File: src/rtl/regfile_param.sv
// Parametrised multi-read-port register file with optional zero register and a sequential clear engine.
// Optional same-cycle write-to-read forwarding is enabled by defining REGFILE_BYPASS_EN.
module regfile_param #(
  parameter int unsigned WIDTH    = 64,
  parameter int unsigned DEPTH    = 32,
  parameter int unsigned NREAD    = 2,
  parameter int unsigned ZERO_REG = 1,
  localparam int unsigned AW      = $clog2(DEPTH)
) (
  input  logic                   clock,
  input  logic                   reset,
  input  logic [NREAD*AW-1:0]    sa,
  output logic [NREAD*WIDTH-1:0] a,
  input  logic [WIDTH-1:0]       d,
  input  logic [AW-1:0]          da,
  input  logic                   w,
  input  logic                   clr_req,
  output logic                   busy,
  output logic                   wr_drop,
  input  logic [AW-1:0]          dbg_sel,
  output logic [15:0]            dbg_out
);

  localparam logic [AW-1:0] ZADDR = AW'(DEPTH - 1);

  typedef enum logic {
    S_IDLE,
    S_CLEAR
  } state_t;

  state_t           r_state;
  state_t           w_state_nxt;
  logic [AW-1:0]    r_cnt;
  logic [AW-1:0]    w_cnt_nxt;
  logic             r_busy;
  logic             r_wr_drop;
  logic             w_wr_drop_nxt;
  logic             w_mem_we;
  logic [AW-1:0]    w_mem_addr;
  logic [WIDTH-1:0] w_mem_data;
  logic             w_zero_hit;

  logic [WIDTH-1:0] r_mem [DEPTH];

  assign w_zero_hit = (ZERO_REG != 0) && (da == ZADDR);

  // Control and sweep registers; the sweep itself is the only storage reset.
  always_ff @(posedge clock) begin
    if (!reset) begin
      r_state   <= S_CLEAR;
      r_cnt     <= '0;
      r_wr_drop <= 1'b0;
      r_busy    <= 1'b1;
    end else begin
      r_state   <= w_state_nxt;
      r_cnt     <= w_cnt_nxt;
      r_wr_drop <= w_wr_drop_nxt;
      r_busy    <= (w_state_nxt == S_CLEAR);
    end
  end

  // Next state, sweep counter and the single storage write port.
  always_comb begin
    w_state_nxt   = r_state;
    w_cnt_nxt     = r_cnt;
    w_wr_drop_nxt = 1'b0;
    w_mem_we      = 1'b0;
    w_mem_addr    = da;
    w_mem_data    = d;
    case (r_state)
      S_IDLE: begin
        if (clr_req) begin
          w_state_nxt   = S_CLEAR;
          w_cnt_nxt     = '0;
          w_wr_drop_nxt = w;
        end else if (w && !w_zero_hit) begin
          w_mem_we = 1'b1;
        end
      end
      S_CLEAR: begin
        w_mem_we      = 1'b1;
        w_mem_addr    = r_cnt;
        w_mem_data    = '0;
        w_cnt_nxt     = r_cnt + AW'(1);
        w_wr_drop_nxt = w;
        if (r_cnt == ZADDR) w_state_nxt = S_IDLE;
      end
      default: w_state_nxt = S_CLEAR;
    endcase
    if (!reset) w_mem_we = 1'b0;
  end

  always_ff @(posedge clock) begin
    if (w_mem_we) r_mem[w_mem_addr] <= w_mem_data;
  end

  // Combinational read ports; priority: busy, zero register, forwarding, storage.
  for (genvar k = 0; k < NREAD; k++) begin : g_rd
    logic [AW-1:0]    w_sa;
    logic [WIDTH-1:0] w_rd;
    assign w_sa = sa[k*AW +: AW];
    always_comb begin
      w_rd = r_mem[w_sa];
`ifdef REGFILE_BYPASS_EN
      if (w && (w_sa == da)) w_rd = d;
`endif
      if ((ZERO_REG != 0) && (w_sa == ZADDR)) w_rd = '0;
      if (r_busy) w_rd = '0;
    end
    assign a[k*WIDTH +: WIDTH] = w_rd;
  end

  assign busy    = r_busy;
  assign wr_drop = r_wr_drop;
  assign dbg_out = r_busy ? 16'h0000 : 16'(r_mem[dbg_sel]);

endmodule

File: config.mk
export PLATFORM = sky130hd
export DESIGN_NAME = regfile_param
export DESIGN_NICKNAME = d
export VERILOG_FILES = /design/src/rtl/regfile_param.sv
export SDC_FILE = /design/constraint.sdc
export NUM_CORES = 2
export LEC_CHECK = 0
export BUFFER_PORTS_ARGS = -buffer_cell sky130_fd_sc_hd__buf_2
export CAP_MARGIN = 20
export CORE_ASPECT_RATIO = 0.8
export CORE_MARGIN = 1.5
export CORE_UTILIZATION = 45
export DETAILED_ROUTE_END_ITERATION = 6
export PLACE_DENSITY = 0.71
export RECOVER_POWER = 25
export SLEW_MARGIN = 20
export SYNTH_ARGS = -nofsm -noshare
export SYNTH_HDL_FRONTEND = slang
export SYNTH_SLANG_ARGS = --single-unit
export TNS_END_PERCENT = 5
File: constraint.sdc
create_clock -name clock -period 5.4 [get_ports clock]
set_input_delay 0.81 -clock clock [delete_from_list [all_inputs] [get_ports clock]]
set_output_delay 0.81 -clock clock [all_outputs]
set_load 0.01 [all_outputs]
==> reports/qor.csv <==
stage,metric,value,unit
global_route,grt_pass1_vias,57000,
drt,drt-vias-per-instance,6.99,
power,clock_power_share,41.4,%
synthesis,syn_area,0.0997,mm^2
synthesis,ys_warn_count,0,
outcome,status,"complete, but fails checks",
synthesis,ys_top_cells_by_count,"edfxtp_1, mux4_2, mux2i_1",
global_route,grt_max_degree,84,
cts,tritoncts,done,
synthesis,synthArstFlopShare,0,%
synthesis,yosys_register_bits,2055,
timing,holdWs,0.214,ns
drt,drtIter0Drc,9715,
timing,hold_viol,0,
power,power_frac_comb,6.9,%
critical_path,critPathCaptureType,output pin,
synthesis,yosysTopAreaCellShare,61.7,%
floorplanning,die_x,529,um
floorplanning,rows,154,
timing,tightest_slew,2.13,ns
synthesis,synth_top_family_by_area,multiplexers,
power,switching_share,21.9,%
cts,post-cts-setup-buffers,0,
timing,fin_worst_skew,0.0274,ns
drt,wl_per_cell,36.7,um
synthesis,synth_flop_cell,edfxtp_1,
cts,clk_pin_slew,0.06,ns
timing,slew_headroom,-42.1,%
finish,area.growth.synth_to_final,12.6,%
finish,drive_gt1_share,36.6,%
synthesis,synth_cells,4882,
synthesis,syn_area_per_cell,20.4,um^2
drt,drt_pass1_iterations,6,
cts,cts.sinks,2055,
critical_path,ff2ff_path_depth,3,
cts,clock_latency,0.87,ns
finish,finish.net_count,5258,
synthesis,synth_fa_ha_area_share,0.0251,%
outcome,violations,"capacitance limit, slew limit",
floorplanning,io_pins,234,
global_route,grt_pass1_wl,430000,um
power,leakagePower,36.8,nW
critical_path,start_kind,flop,
drt,final_antenna_net_count,0,
power,vdd_drop_max,0.255,mV
critical_path,worstPathRequired,4.59,ns
cts,cts_max_level,4,
power,netSwitchingPower,7.40,mW
critical_path,cp_max_fo,38,
min_path,holdPathStages,3,
synthesis,synthSimpleGateAreaFrac,1.63,%
global_route,grt_antenna_before_repair,15,
synthesis,synth_area_leaders,"edfxtp_1, mux4_2, mux2i_1, buf_2, o221ai_1",
synthesis,synth_edf_count,2048,
cts,cts_hold_buffers,0,
cts,cts_max_path_buffers,3,
placed_design,place.gp.congestion,0.849,
global_route,overflow,0,
synthesis,synth_compound_area_share,3.94,%
synthesis,syn-num-nets,4972,
floorplanning,dieArea,0.224,mm^2
synthesis,synth_cell_types,61,
timing,rsz0062_at_grt,false,
drt,postRouteWirelength,305000,um
synthesis,ys_seq_area_share,61.8,%
floorplanning,die_y,424,um
drt,drc,0,
power,p_int,26.3,mW
cts,post_cts_resized,0,
power,pwr-share-seq,51.7,%
placed_design,numPortBuffers,233,
timing,setup_tns,0,ns
timing,post-route-period-util,86.2,%
floorplanning,initial_utilization,45.3,%
floorplanning,core,0.220,mm^2
timing,fin_crit,4.65,ns
drt,via_count,58100,
synthesis,yosysMostFrequentCell,edfxtp_1,
timing,max_clock_freq,215,MHz
run,maxCapViolCount,22,
synthesis,synth_mux_area_share,30.2,%
timing,drv_slew,719,
timing,setup_viol,0,
min_path,hp-class,input pin to flop,
global_route,grt.total_usage,27.1,%
cts,cts-root-buf,clkbuf_16,
power,p_per_area,300,mW/mm^2
critical_path,worstSetupPathType,flop to output pin,
synthesis,yosysTopAreaCell,edfxtp_1,
synthesis,synthXorXnorAreaFrac,0.00879,%
cts,cts_made_buffers,196,
placed_design,hpwlAfterDp,173000,um
critical_path,cp.arrival,3.84,ns
-- through the flow --
step | utilization [%] | area (um^2) | std cells | setup WS, ns | total power [mW]
CTS | 51.0 | 112000 | 8294 | 0.757 | 33.9
floorplan | - | 99700 | 4882 | 0.543 | 19.5
detailed placement | 48.1 | 106000 | 7932 | 0.818 | 20.1
finish | 51.0 | 112000 | 8307 | 0.747 | 33.7
global route | 51.0 | 112000 | 8302 | 0.726 | 34.5
global placement | 48.0 | 106000 | 7930 | 0.737 | 20.1
-- critical path: stages (launching register included) --
cell and delay (ns):
dfxtp_4 0.86, or3_4 1.01, buf_4 0.42, o22a_1 0.20, o221ai_1 0.21, buf_2 0.25
-- metal layers --
layer / wire length, um / vias to the layer above / track usage, %
li1: - / 22200 / -
met1: 116000 / 31000 / 38.6
met2: 140000 / 4373 / 40.7
met3: 38300 / 546 / 6.65
met4: 11000 / 6 / 9.54
met5: 34 / - / 0
-- logic make-up (layout without fill, tap and decap cells) --
group | Yosys count | in the layout
XOR/XNOR | 1 | 1
adder cells (fa/ha/maj) | 2 | 2
AND/OR/NAND/NOR | 288 | 288
multiplexers | 1624 | 1624
AO/OA/AOI/OAI | 484 | 484
flip-flops | 2055 | 2055
other | 0 | 11
buffers and inverters | 428 | 878
-- area by class of cell --
type                       count  area, um^2
multi-input combinational   2399       36100
sequential                  2055       61600
inverter                       8        30.0
clock buffer                 241        5070
tap                         2964        3710
fill                       17100      108000
timing repair buffer         508        4320
clock inverter               121        1340
antenna                       11        27.5
-- placed cells by master (no fill, tap or decap), drive strengths merged, types with 23 or more instances in the layout --
master	count
a2111oi	51
clkinv	85
bufinv	23
nor2	41
mux4	1098
nor2b	123
edfxtp	2048
o22a	93
a31o	35
nand2	49
a22oi	70
a22o	35
buf	488
mux2i	525
a31oi	36
o221ai	93
clkbuf	261
a21oi	39
nand2b	38
-- path summary, 6_finish.rpt --
kind,start,to,slack [ns]
max reg2reg,busy$_SDFF_PN1_,r_mem[13][55]$_DFFE_PP_,1.24
min reg2reg,r_cnt[0]$_SDFFE_PN0P_,r_cnt[0]$_SDFFE_PN0P_,0.58
min,w,wr_drop$_SDFF_PN0_,0.21
max,busy$_SDFF_PN1_,a[47],0.75
-- power by group through the flow --
stage | combinational [mW] | clock [mW] | sequential, mW
after global routing | 2.43 | 14.7 | 17.4
final | 2.32 | 14.0 | 17.4
after detailed placement | 2.31 | 0 | 17.8
after global placement | 2.30 | 0 | 17.8
after floorplan | 1.72 | 0 | 17.8
after CTS | 2.32 | 14.1 | 17.4
-- registers in the layout (all words and copies together) (netlist names) --
register  flops
busy          1
wr_drop       1
r_mem      2048
r_cnt         5
(Power assumes the default switching activity.)
